### config.mk
export PLATFORM = sky130hd
export DESIGN_NAME = bit_serializer
export DESIGN_NICKNAME = d
export VERILOG_FILES = /design/src/rtl/bit_serializer.sv
export SDC_FILE = /design/constraint.sdc
export NUM_CORES = 1
export LEC_CHECK = 0
export BUFFER_PORTS_ARGS = -buffer_cell sky130_fd_sc_hd__buf_2
export CAP_MARGIN = 25
export CORE_AREA = 10 10 51 53
export CTS_BUF_LIST = sky130_fd_sc_hd__clkbuf_8 sky130_fd_sc_hd__clkbuf_16
export CTS_CLUSTER_DIAMETER = 150
export DETAILED_ROUTE_END_ITERATION = 6
export DIE_AREA = 0 0 61 63
export GPL_ROUTABILITY_DRIVEN = 0
export PLACE_DENSITY = 0.68
export SYNTH_ARGS = -nofsm -noshare
export SYNTH_HDL_FRONTEND = slang
export SYNTH_SLANG_ARGS = --single-unit
### constraint.sdc
create_clock -name clk -period 1.55 [get_ports clk]
set_input_delay 0.465 -clock clk [delete_from_list [all_inputs] [get_ports clk]]
set_output_delay 0.465 -clock clk [all_outputs]
set_load 0.02 [all_outputs]
### src/rtl/bit_serializer.sv
// bit_serializer: parallel-to-serial stage with a valid/ready input handshake.
// Each accepted WIDTH-bit word is shifted out one bit per clock on dout.
// A new word can be accepted while the final bit of the current word is on
// dout, so back-to-back words form a gap-free bit stream.
// All outputs decode from registered state only, with no path from din/din_valid.
module bit_serializer #(
   parameter int WIDTH     = 8,
   parameter bit MSB_FIRST = 1'b1,
   parameter bit IDLE_BIT  = 1'b0
) (
   input  logic             clk,
   input  logic             rst_n,
   input  logic [WIDTH-1:0] din,
   input  logic             din_valid,
   output logic             din_ready,
   output logic             dout,
   output logic             dout_valid,
   output logic             last_bit,
   output logic             busy
);

   localparam int CW = $clog2(WIDTH);

   localparam logic [CW-1:0] CNT_LAST = CW'(WIDTH - 1);
   localparam logic [CW-1:0] CNT_ONE  = CW'(1);
   localparam logic [CW-1:0] CNT_ZERO = {CW{1'b0}};

   localparam logic ST_IDLE  = 1'b0;
   localparam logic ST_SHIFT = 1'b1;

   logic             state_q, state_d;
   logic [WIDTH-1:0] shreg_q, shreg_d;
   logic [CW-1:0]    cnt_q, cnt_d;
   logic             head_s;
   logic             load_s;

   // Advance the shift register one place toward the head; the vacated bit fills with 0.
   function automatic logic [WIDTH-1:0] shift_to_head(input logic [WIDTH-1:0] v);
      logic [WIDTH-1:0] r;
      if (MSB_FIRST) begin
         r = {v[WIDTH-2:0], 1'b0};
      end else begin
         r = {1'b0, v[WIDTH-1:1]};
      end
      return r;
   endfunction

   // Select the bit currently at the output end of the shift register.
   always_comb begin
      if (MSB_FIRST) begin
         head_s = shreg_q[WIDTH-1];
      end else begin
         head_s = shreg_q[0];
      end
   end

   // Moore output decode from state, counter and shift register.
   always_comb begin
      din_ready  = 1'b1;
      dout_valid = 1'b0;
      dout       = IDLE_BIT;
      last_bit   = 1'b0;
      busy       = 1'b0;
      case (state_q)
         ST_IDLE: begin
            din_ready  = 1'b1;
            dout_valid = 1'b0;
            dout       = IDLE_BIT;
            last_bit   = 1'b0;
            busy       = 1'b0;
         end
         ST_SHIFT: begin
            din_ready  = (cnt_q == CNT_ZERO);
            dout_valid = 1'b1;
            dout       = head_s;
            last_bit   = (cnt_q == CNT_ZERO);
            busy       = 1'b1;
         end
         default: begin
            din_ready  = 1'b1;
            dout_valid = 1'b0;
            dout       = IDLE_BIT;
            last_bit   = 1'b0;
            busy       = 1'b0;
         end
      endcase
   end

   // A word is taken whenever the source offers one while we are ready.
   always_comb begin
      load_s = din_valid & din_ready;
   end

   // Next-state logic: load, shift, reload on the final bit, or return to idle.
   always_comb begin
      state_d = state_q;
      shreg_d = shreg_q;
      cnt_d   = cnt_q;
      case (state_q)
         ST_IDLE: begin
            if (load_s) begin
               state_d = ST_SHIFT;
               shreg_d = din;
               cnt_d   = CNT_LAST;
            end else begin
               state_d = ST_IDLE;
            end
         end
         ST_SHIFT: begin
            if (cnt_q != CNT_ZERO) begin
               shreg_d = shift_to_head(shreg_q);
               cnt_d   = cnt_q - CNT_ONE;
            end else if (load_s) begin
               // Final bit on dout and a new word waiting: reload with no gap.
               state_d = ST_SHIFT;
               shreg_d = din;
               cnt_d   = CNT_LAST;
            end else begin
               state_d = ST_IDLE;
               shreg_d = {WIDTH{1'b0}};
               cnt_d   = CNT_ZERO;
            end
         end
         default: begin
            state_d = ST_IDLE;
            shreg_d = {WIDTH{1'b0}};
            cnt_d   = CNT_ZERO;
         end
      endcase
   end

   // State registers; reset drops any word in flight.
   always_ff @(posedge clk or negedge rst_n) begin
      if (!rst_n) begin
         state_q <= ST_IDLE;
         shreg_q <= {WIDTH{1'b0}};
         cnt_q   <= CNT_ZERO;
      end else begin
         state_q <= state_d;
         shreg_q <= shreg_d;
         cnt_q   <= cnt_d;
      end
   end

endmodule

== After elaboration in Yosys (flattened, before gate mapping) ==
Cells that the tools add are included.
Operators by class
  add/subtract/negate cells: 1
  equality and inequality tests: 1
  mux-type cells: 15
  bitwise logic cells: 2
  reductions and logical operators: 2
Operators with widths (count)
  $mux 8: 3
  $pmux 8 s2: 1
  $pmux 1 s2: 5
  $mux 3: 3
  $pmux 3 s2: 1
  $logic_not 3->1: 1
  $reduce_bool 3->1: 1
  $sub 3x1->3 const B: 1
  $mux 1: 2
  $ne 2x2->1 const B: 1
  $and 1x1->1: 1
  $not 1->1: 1
Word-level totals
  bits in registers: 12
  output and inout port bits: 5
  word-level logic and storage cells: 24

== Logic depth before layout (Yosys ltp) ==
Gate-level depths: netlist of the first run.
  word-level depth: 6
  depth in mapped cells: 6
  gate-level depth less buffers: 5

== Worst setup path after synthesis of the first run ==
OpenSTA, ideal clock, no wires.
  path type: register to output
  start point: register cnt_q[0]
  end point: output din_ready
  data arrival time: 1.145 ns
  required time: 1.085 ns
  path slack: -0.060 ns
  cell stages (with the launch flop): 7
  path buffers: 1
  cell sequence: dfrtp_1 > inv_1 > ha_1 > nand2b_4 > and2_4 > buf_6 > inv_1
Between the ends
  word-level cells in the longest chain between the ends: 2
RTL lines
  start: declaration: RTL line 33  | logic [CW-1:0] cnt_q, cnt_d;
  start signal: assignment: RTL line 141  | cnt_q <= cnt_d;
  $logic_not 3->1: RTL line 73  | din_ready = (cnt_q == CNT_ZERO);
  $pmux 1 s2: RTL line 64  | case (state_q)
  end: declaration: RTL line 15  | output logic din_ready,
No other way between the ends.

== Worst setup path after layout of the first run ==
  start point: register cnt_q[1]
  end point: output last_bit
Between the ends
  word-level cells in the longest chain between the ends: 2
RTL lines
  $logic_not 3->1: RTL line 76  | last_bit = (cnt_q == CNT_ZERO);
  $pmux 1 s2: RTL line 64
  end: declaration: RTL line 18  | output logic last_bit,
No other way between the ends.

==> results of run 1 <==
[Yosys cell counts, drive strengths merged]
master,count,area (sq um)
dfrtp,12,300
mux2i,9,90.1
a221o,7,70.1
buf,7,56.3
nor2,7,26.3
inv,5,18.8
and2,4,27.5
a21oi,3,15.0
nor3,3,15.0
ha,2,25.0
nor2b,2,12.5
a21o,1,8.76
a2bb2oi,1,8.76
nand2b,1,13.8
o21ai,1,5.00
o2bb2ai,1,8.76
[worst paths after layout]
| check | start | end | slack, ns | cells past startpoint |
|---|---|---|---|---|
| worst max-delay path | cnt_q[1] | last_bit | -0.17 | 5 |
| worst min-delay path | rst_n | shreg_q[4] | 0.09 | 1 |
| worst max register to register | cnt_q[1] | shreg_q[2] | -0.03 | 7 |
| worst min register to register | cnt_q[0] | cnt_q[0] | 0.49 | 1 |
| max in group asynchronous | rst_n | state_q | 1.23 | 1 |
| min in group clk | din[0] | shreg_q[0] | 0.45 | 2 |
[layer usage]
metal	routed length, um	track usage	vias to the layer above	share of wire
met2	721	0.128	14	0.47
li1	-	-	277	-
met4	40	0.0495	0	0.026
met5	0	0	-	0
met1	632	0.0922	260	0.41
met3	138	0.0488	5	0.090
[critical path: cells and delay by family, from the launching register on]
kind / cells / cell delay (ns)
flip-flops: 1 / 0.38
AND/OR/NAND/NOR: 2 / 0.29
buffers and inverters: 2 / 0.19
adder cells (fa/ha/maj): 1 / 0.15
[sequential cells by signal, summed over array words and instances (netlist names)]
signal   cells
state_q      1
shreg_q      8
cnt_q        3
[area by class of cell]
class	instances	area [sq um]
clock buffer	4	55.1
fill	157	733
inverter	5	18.8
multi-input combinational	42	352
sequential	12	302
tap	17	21.3
timing repair buffer	26	170
[per-stage QoR]
stage	instances	worst slack, ns	cell area (sq um)	setup TNS, ns
2_1_floorplan	66	0.00685	704	0
3_3_place_gp	97	-0.0174	790	-0.0174
3_5_place_dp	97	-0.0669	790	-0.0669
4_1_cts	105	-0.181	907	-0.332
5_1_grt	106	-0.232	918	-0.879
6_report	106	-0.174	918	-0.458
[logic make-up (layout without fill, tap and decap cells)]
| group | Yosys count | in the layout | share of synthesized area |
|---|---|---|---|
| and+or+nand+nor | 17 | 17 | 0.135 |
| AOI/OAI and AO/OA | 14 | 14 | 0.166 |
| DFF | 12 | 12 | 0.428 |
| buffers and inverters | 12 | 35 | 0.107 |
| muxes | 9 | 9 | 0.128 |
| adders and majority gates | 2 | 2 | 0.0356 |
[cell usage in the layout (no fill, tap or decap)]
| master | synthesis | layout |
|---|---|---|
| sky130_fd_sc_hd__nor2b_1 | 2 | 1 |
| sky130_fd_sc_hd__a221o_1 | 7 | 7 |
| sky130_fd_sc_hd__o2bb2ai_1 | 1 | 1 |
| sky130_fd_sc_hd__dfrtp_1 | 12 | 11 |
| sky130_fd_sc_hd__nor2b_4 | 0 | 1 |
| sky130_fd_sc_hd__clkbuf_8 | 0 | 4 |
| sky130_fd_sc_hd__buf_4 | 1 | 11 |
| sky130_fd_sc_hd__dfrtp_2 | 0 | 1 |
| sky130_fd_sc_hd__nand2b_4 | 1 | 1 |
| sky130_fd_sc_hd__a2bb2oi_1 | 1 | 1 |
| sky130_fd_sc_hd__buf_6 | 3 | 2 |
| sky130_fd_sc_hd__and2_4 | 1 | 3 |
| sky130_fd_sc_hd__a21o_2 | 1 | 1 |
| sky130_fd_sc_hd__ha_4 | 0 | 1 |
| sky130_fd_sc_hd__inv_2 | 0 | 3 |
| sky130_fd_sc_hd__o21ai_0 | 1 | 1 |
| sky130_fd_sc_hd__nor2_1 | 7 | 7 |
| sky130_fd_sc_hd__and2_1 | 3 | 1 |
| sky130_fd_sc_hd__buf_2 | 3 | 13 |
| sky130_fd_sc_hd__mux2i_1 | 9 | 9 |
| sky130_fd_sc_hd__nor3_1 | 3 | 3 |
| sky130_fd_sc_hd__ha_1 | 2 | 1 |
| sky130_fd_sc_hd__a21oi_1 | 3 | 3 |
| sky130_fd_sc_hd__inv_1 | 5 | 2 |
[power by group]
part           switching, mW  internal, mW
clock network          0.123         0.225
registers             0.0881         0.430
logic                  0.351         0.479
[timing repair]
action / 4_1_cts / 5_1_grt
resized for setup: 10 / 3
setup endpoints to repair: 2 / 10
pin swaps: 1 / 1
cloned: 0 / 0
buffers inserted: 4 / 1
==> impl_metrics.csv, run 1 <==
group,metric,value,unit
run_status,status,"complete, but fails checks",
run_status,violations,"negative setup slack",
synth,synth-seq-cells,12,
run,drv.max_cap_violation_count,0,
placement,dp.final_hpwl,1040,um
detailed_routing,drt-total-wl,1530,um
cts,worstSkewPairLatency,0.25,ns
synth,syn-num-nets,79,
timing,finalHoldViolCount,0,
timing,setup_viol_count_final,9,
critical_path,timing.setup.critical_path_class,"reg -> out",
global_route,first_global_vias,577,
global_route,gr-usage-all-layers,0.0863,
pwr,power.leakage,0.470,nW
timing,worst_case_hold_slack,0.0878,ns
detailed_routing,detail_route.first_pass.iterations,4,
synth,mappedNetlistArea,702,sq um
critical_path,setup.worst_path.end_class,"output pin",
die,chipWidth,61,um
detailed_routing,route.detailed.drc,0,
critical_path,worstPathMaxFanout,3,
synth,synth-warning-count,0,
cts,cts-buffers-inserted,3,
placement,place.port_buffers,15,
die,placement_rows,15,
cells_and_area,area_delta_synth_final,30.8,%
timing,final_count_of_pins_violating_max_slew,0,
timing,final_min_period_over_clock_period,1.11,
cts,cts.sink_count,12,
cells_and_area,num-nets-final,103,
cts,clock_slew_at_the_register_clock_pins_of_the_worst_setup_and_hold_paths,0.05,ns
pwr,ir_worst_vdd,0.000817,V
critical_path,critical-path-max-stage-delay,0.38,ns
pwr,totalPowerFinal,1.70,mW
detailed_routing,num_vias,556,
critical_path,timing.critical_path.cells,"inv_2 -> ha_4 -> nor2b_4 -> and2_4 -> buf_6",
die,design.core.area,1650,sq um
timing,final.min_clock_period,1.72,ns
cts,clockBufferDepth,2,
synth,syn_avg_cell_area,10.6,sq um
cts,clk_root_buffer_cell,"sky130_fd_sc_hd__clkbuf_8",
critical_path,critical-path-slowest-cell,"sky130_fd_sc_hd__dfrtp_1",
timing,timing.fmax,580,MHz
cts,htree_levels,1,
synth,yosysUniqueCellTypes,19,
worst_hold_path,hold_class,"in -> async",
detailed_routing,route.detailed.wl_per_inst,14.5,um
timing,clock_skew,0.00212,ns
detailed_routing,drt_iter0_drc,7,
cts,cts_hold_buffers,0,
critical_path,startpoint_type,"flop",
global_route,grt_max_degree,15,
synth,synth.yosys.seq_area_share,0.428,
cells_and_area,drive_above_1_share,0.461,
global_route,grt_remaining_overflow,0,
critical_path,endpoint_arrival_time_on_the_critical_path,1.26,ns
die,chipHeight,63,um
pwr,powerDensity,1850,nW/um^2
die,initial_utilization,0.425,
timing,rsz0062_at_grt,"yes",
cells_and_area,fin_util,0.556,
global_route,antenna_found_initial,0,
critical_path,cp_data_required_time,1.08,ns
detailed_routing,post_drt_via_cell_ratio,5.25,
global_route,global_route_wire_length_before_repair,2530,um
timing,slew_of_the_pin_with_the_lowest_slew_margin,0.344,ns
die,die_area,3840,sq um
timing,postLayoutSetupSlackWorst,-0.174,ns
synth,postSynthCellCount,66,
cells_and_area,antennaDiodeCount,0,
cts,clock_tree_from_tritoncts,"built",
die,ios,16,
timing,worst_slew_margin_relative_to_its_limit,0.770,
detailed_routing,antenna_left,0,
(Power assumes the default switching activity.)
==> inputs of run 2 (changes only) <==
--- a/config.mk
+++ b/config.mk
@@ -6,14 +6,15 @@
 export NUM_CORES = 1
 export LEC_CHECK = 0
 export BUFFER_PORTS_ARGS = -buffer_cell sky130_fd_sc_hd__buf_2
-export CAP_MARGIN = 25
+export CAP_MARGIN = 10
 export CORE_AREA = 10 10 51 53
 export CTS_BUF_LIST = sky130_fd_sc_hd__clkbuf_8 sky130_fd_sc_hd__clkbuf_16
 export CTS_CLUSTER_DIAMETER = 150
 export DETAILED_ROUTE_END_ITERATION = 6
 export DIE_AREA = 0 0 61 63
 export GPL_ROUTABILITY_DRIVEN = 0
-export PLACE_DENSITY = 0.68
+export PLACE_DENSITY = 0.76
+export RECOVER_POWER = 50
 export SYNTH_ARGS = -nofsm -noshare
 export SYNTH_HDL_FRONTEND = slang
 export SYNTH_SLANG_ARGS = --single-unit
==> run 2 against run 1 <==
Compared with the run above:
- critical path type unchanged
- global-route usage rose by 0.085 points
- the flow still finishes with violations (negative setup slack)
- die area did not move
- total power fell by 3.6%
==> impl_metrics.csv, run 2 (synthesis gave the netlist of run 1 again) <==
group,metric,value,unit
pwr,pwr-share-clk,0.215,
global_route,global_route_wire_length_before_repair,2500,um
detailed_routing,post_drt_via_cell_ratio,5.20,
cts,clk_root_buffer_cell,"sky130_fd_sc_hd__clkbuf_8",
critical_path,endpoint_arrival_time_on_the_critical_path,1.25,ns
cts,clock_slew_at_the_register_clock_pins_of_the_worst_setup_and_hold_paths,0.06,ns
cells_and_area,reg_top3,"shreg_q: 8 flops, cnt_q: 3 flops, state_q: 1 flops",
critical_path,startpoint_type,"flop",
detailed_routing,detail_route.first_pass.iterations,2,
die,placement_rows,15,
timing,setup_viol_count_final,2,
timing,timing.fmax,583,MHz
timing,worst_slew_margin_relative_to_its_limit,0.554,
detailed_routing,drt_iter0_drc,15,
cts,cts.sink_count,12,
global_route,top_usage_layer,"met2",
timing,rsz0062_at_grt,"yes",
timing,final.min_clock_period,1.71,ns
pwr,net_switching_power_of_the_design,0.551,mW
run_status,status,"complete, but fails checks",
timing,final_min_period_over_clock_period,1.11,
cells_and_area,mostFrequentLayoutCell,"sky130_fd_sc_hd__buf_2",
cells_and_area,largest_reg_flops,8,
cells_and_area,area.sequential,302,sq um
pwr,switching_share_of_total_power,0.337,
cts,clockBufferDepth,2,
die,design.core.area,1650,sq um
critical_path,timing.setup.critical_path_class,"reg -> out",
cells_and_area,largest-register,"shreg_q",
cells_and_area,antennaDiodeCount,0,
die,chipWidth,61,um
cells_and_area,layout.cells.most_common_list,"12 x sky130_fd_sc_hd__buf_2, 11 x sky130_fd_sc_hd__dfrtp_1, 9 x sky130_fd_sc_hd__mux2i_1",
critical_path,setup.worst_path.end_class,"output pin",
placement,dp.final_hpwl,1090,um
global_route,gr-usage-met2,0.121,
global_route,gr-usage-all-layers,0.0872,
pwr,ir_worst_vdd,0.000969,V
global_route,antenna_found_initial,0,
cts,clock_tree_from_tritoncts,"built",
timing,final_count_of_pins_violating_max_slew,0,
detailed_routing,route.detailed.wl_per_inst,14.4,um
die,chipHeight,63,um
cts,cts_hold_buffers,0,
cells_and_area,drive_above_1_share,0.424,
placement,place.port_buffers,15,
global_route,global_route.usage.met1,0.107,
pwr,comb_power_share,0.470,
pwr,power.leakage,0.447,nW
cts,htree_levels,1,
die,ios,16,
critical_path,worstPathMaxFanout,3,
global_route,met3_usage,0.0427,
timing,finalHoldViolCount,0,
run_status,violations,"negative setup slack",
detailed_routing,num_vias,530,
cells_and_area,fin_util,0.537,
cells_and_area,num-nets-final,99,
cts,cts-buffers-inserted,3,
detailed_routing,drt-total-wl,1470,um
cells_and_area,fill_cells,151,
pwr,powerDensity,1840,nW/um^2
detailed_routing,route.detailed.drc,0,
timing,clock_skew,0.00343,ns
cells_and_area,multiInputGateArea,352,sq um
die,die_area,3840,sq um
placement,placedInstanceArea,790,sq um
timing,worst_case_hold_slack,0.224,ns
pwr,seq_power_share,0.316,
critical_path,cp_data_required_time,1.08,ns
global_route,grt_max_degree,15,
worst_hold_path,hold_class,"in -> async",
cells_and_area,post-route-cell-area,887,sq um
run,drv.max_cap_violation_count,0,
pwr,intPower,1.08,mW
cells_and_area,area_delta_synth_final,26.4,%
detailed_routing,antenna_left,0,
timing,postLayoutSetupSlackWorst,-0.164,ns
global_route,grt_remaining_overflow,0,
timing,slew_of_the_pin_with_the_lowest_slew_margin,0.669,ns
die,initial_utilization,0.425,
global_route,first_global_vias,525,
cts,worstSkewPairLatency,0.25,ns
run 2: cell count changes in the layout (fill, tap and decap cells not counted):
cell                       change
sky130_fd_sc_hd__buf_2         -1
sky130_fd_sc_hd__buf_4         -4
sky130_fd_sc_hd__clkbuf_1      +1
run 2: per-stage QoR:
step,power (mW),setup slack [ns],instances,TNS (ns)
finish,1.63,-0.164,102,-0.305
global route,1.76,-0.227,102,-0.426
CTS,1.63,-0.178,101,-0.327
detailed placement,1.18,-0.0518,97,-0.0782
global placement,1.16,0.00929,97,0
floorplan,1.01,0.00685,66,0
run 2: layer usage:
metal | part of all wire | up-vias
met5 | 0 | -
met4 | 0.017 | 0
met3 | 0.064 | 4
met2 | 0.45 | 12
met1 | 0.47 | 247
li1 | - | 267
run 2: power by group through the flow:
| stage | registers (mW) | clock network [mW] | logic [mW] |
|---|---|---|---|
| 2_1_floorplan | 0.490 | 0 | 0.519 |
| 3_3_place_gp | 0.502 | 0 | 0.654 |
| 3_5_place_dp | 0.509 | 0 | 0.673 |
| 4_1_cts | 0.514 | 0.359 | 0.754 |
| 5_1_grt | 0.530 | 0.378 | 0.857 |
| 6_report | 0.516 | 0.351 | 0.768 |
run 2: what timing repair did:
item | CTS | global route
endpoints found under the setup margin | 9 | 10
cloned | 0 | 0
resized for setup | 10 | 3
buffers inserted | 0 | 1
run 2: final cells by class:
cell class | instances | share of cell area
multi-input cells | 42 | 0.396
repair buffers | 22 | 0.157
flip-flops and latches | 12 | 0.340
clock buffers | 4 | 0.0621
inverters | 5 | 0.0212
well taps | 17 | 0.0240
run 2: worst max-delay path, cell delays in order, from the launching register on:
cell and delay, ns:
sky130_fd_sc_hd__dfrtp_1 0.38, sky130_fd_sc_hd__inv_2 0.08, sky130_fd_sc_hd__ha_4 0.16, sky130_fd_sc_hd__nor2b_4 0.14
sky130_fd_sc_hd__and2_4 0.14, sky130_fd_sc_hd__buf_6 0.10
run 2: path summary, 6_finish.rpt:
kind	end	slack, ns	from	cells past startpoint
max	last_bit	-0.16	cnt_q[0]	5
min	cnt_q[2]	0.22	rst_n	1
max reg2reg	shreg_q[2]	0.09	cnt_q[0]	6
min reg2reg	cnt_q[0]	0.49	cnt_q[0]	1
max in group asynchronous	state_q	0.86	rst_n	1
min in group clk	shreg_q[0]	0.44	din[0]	2
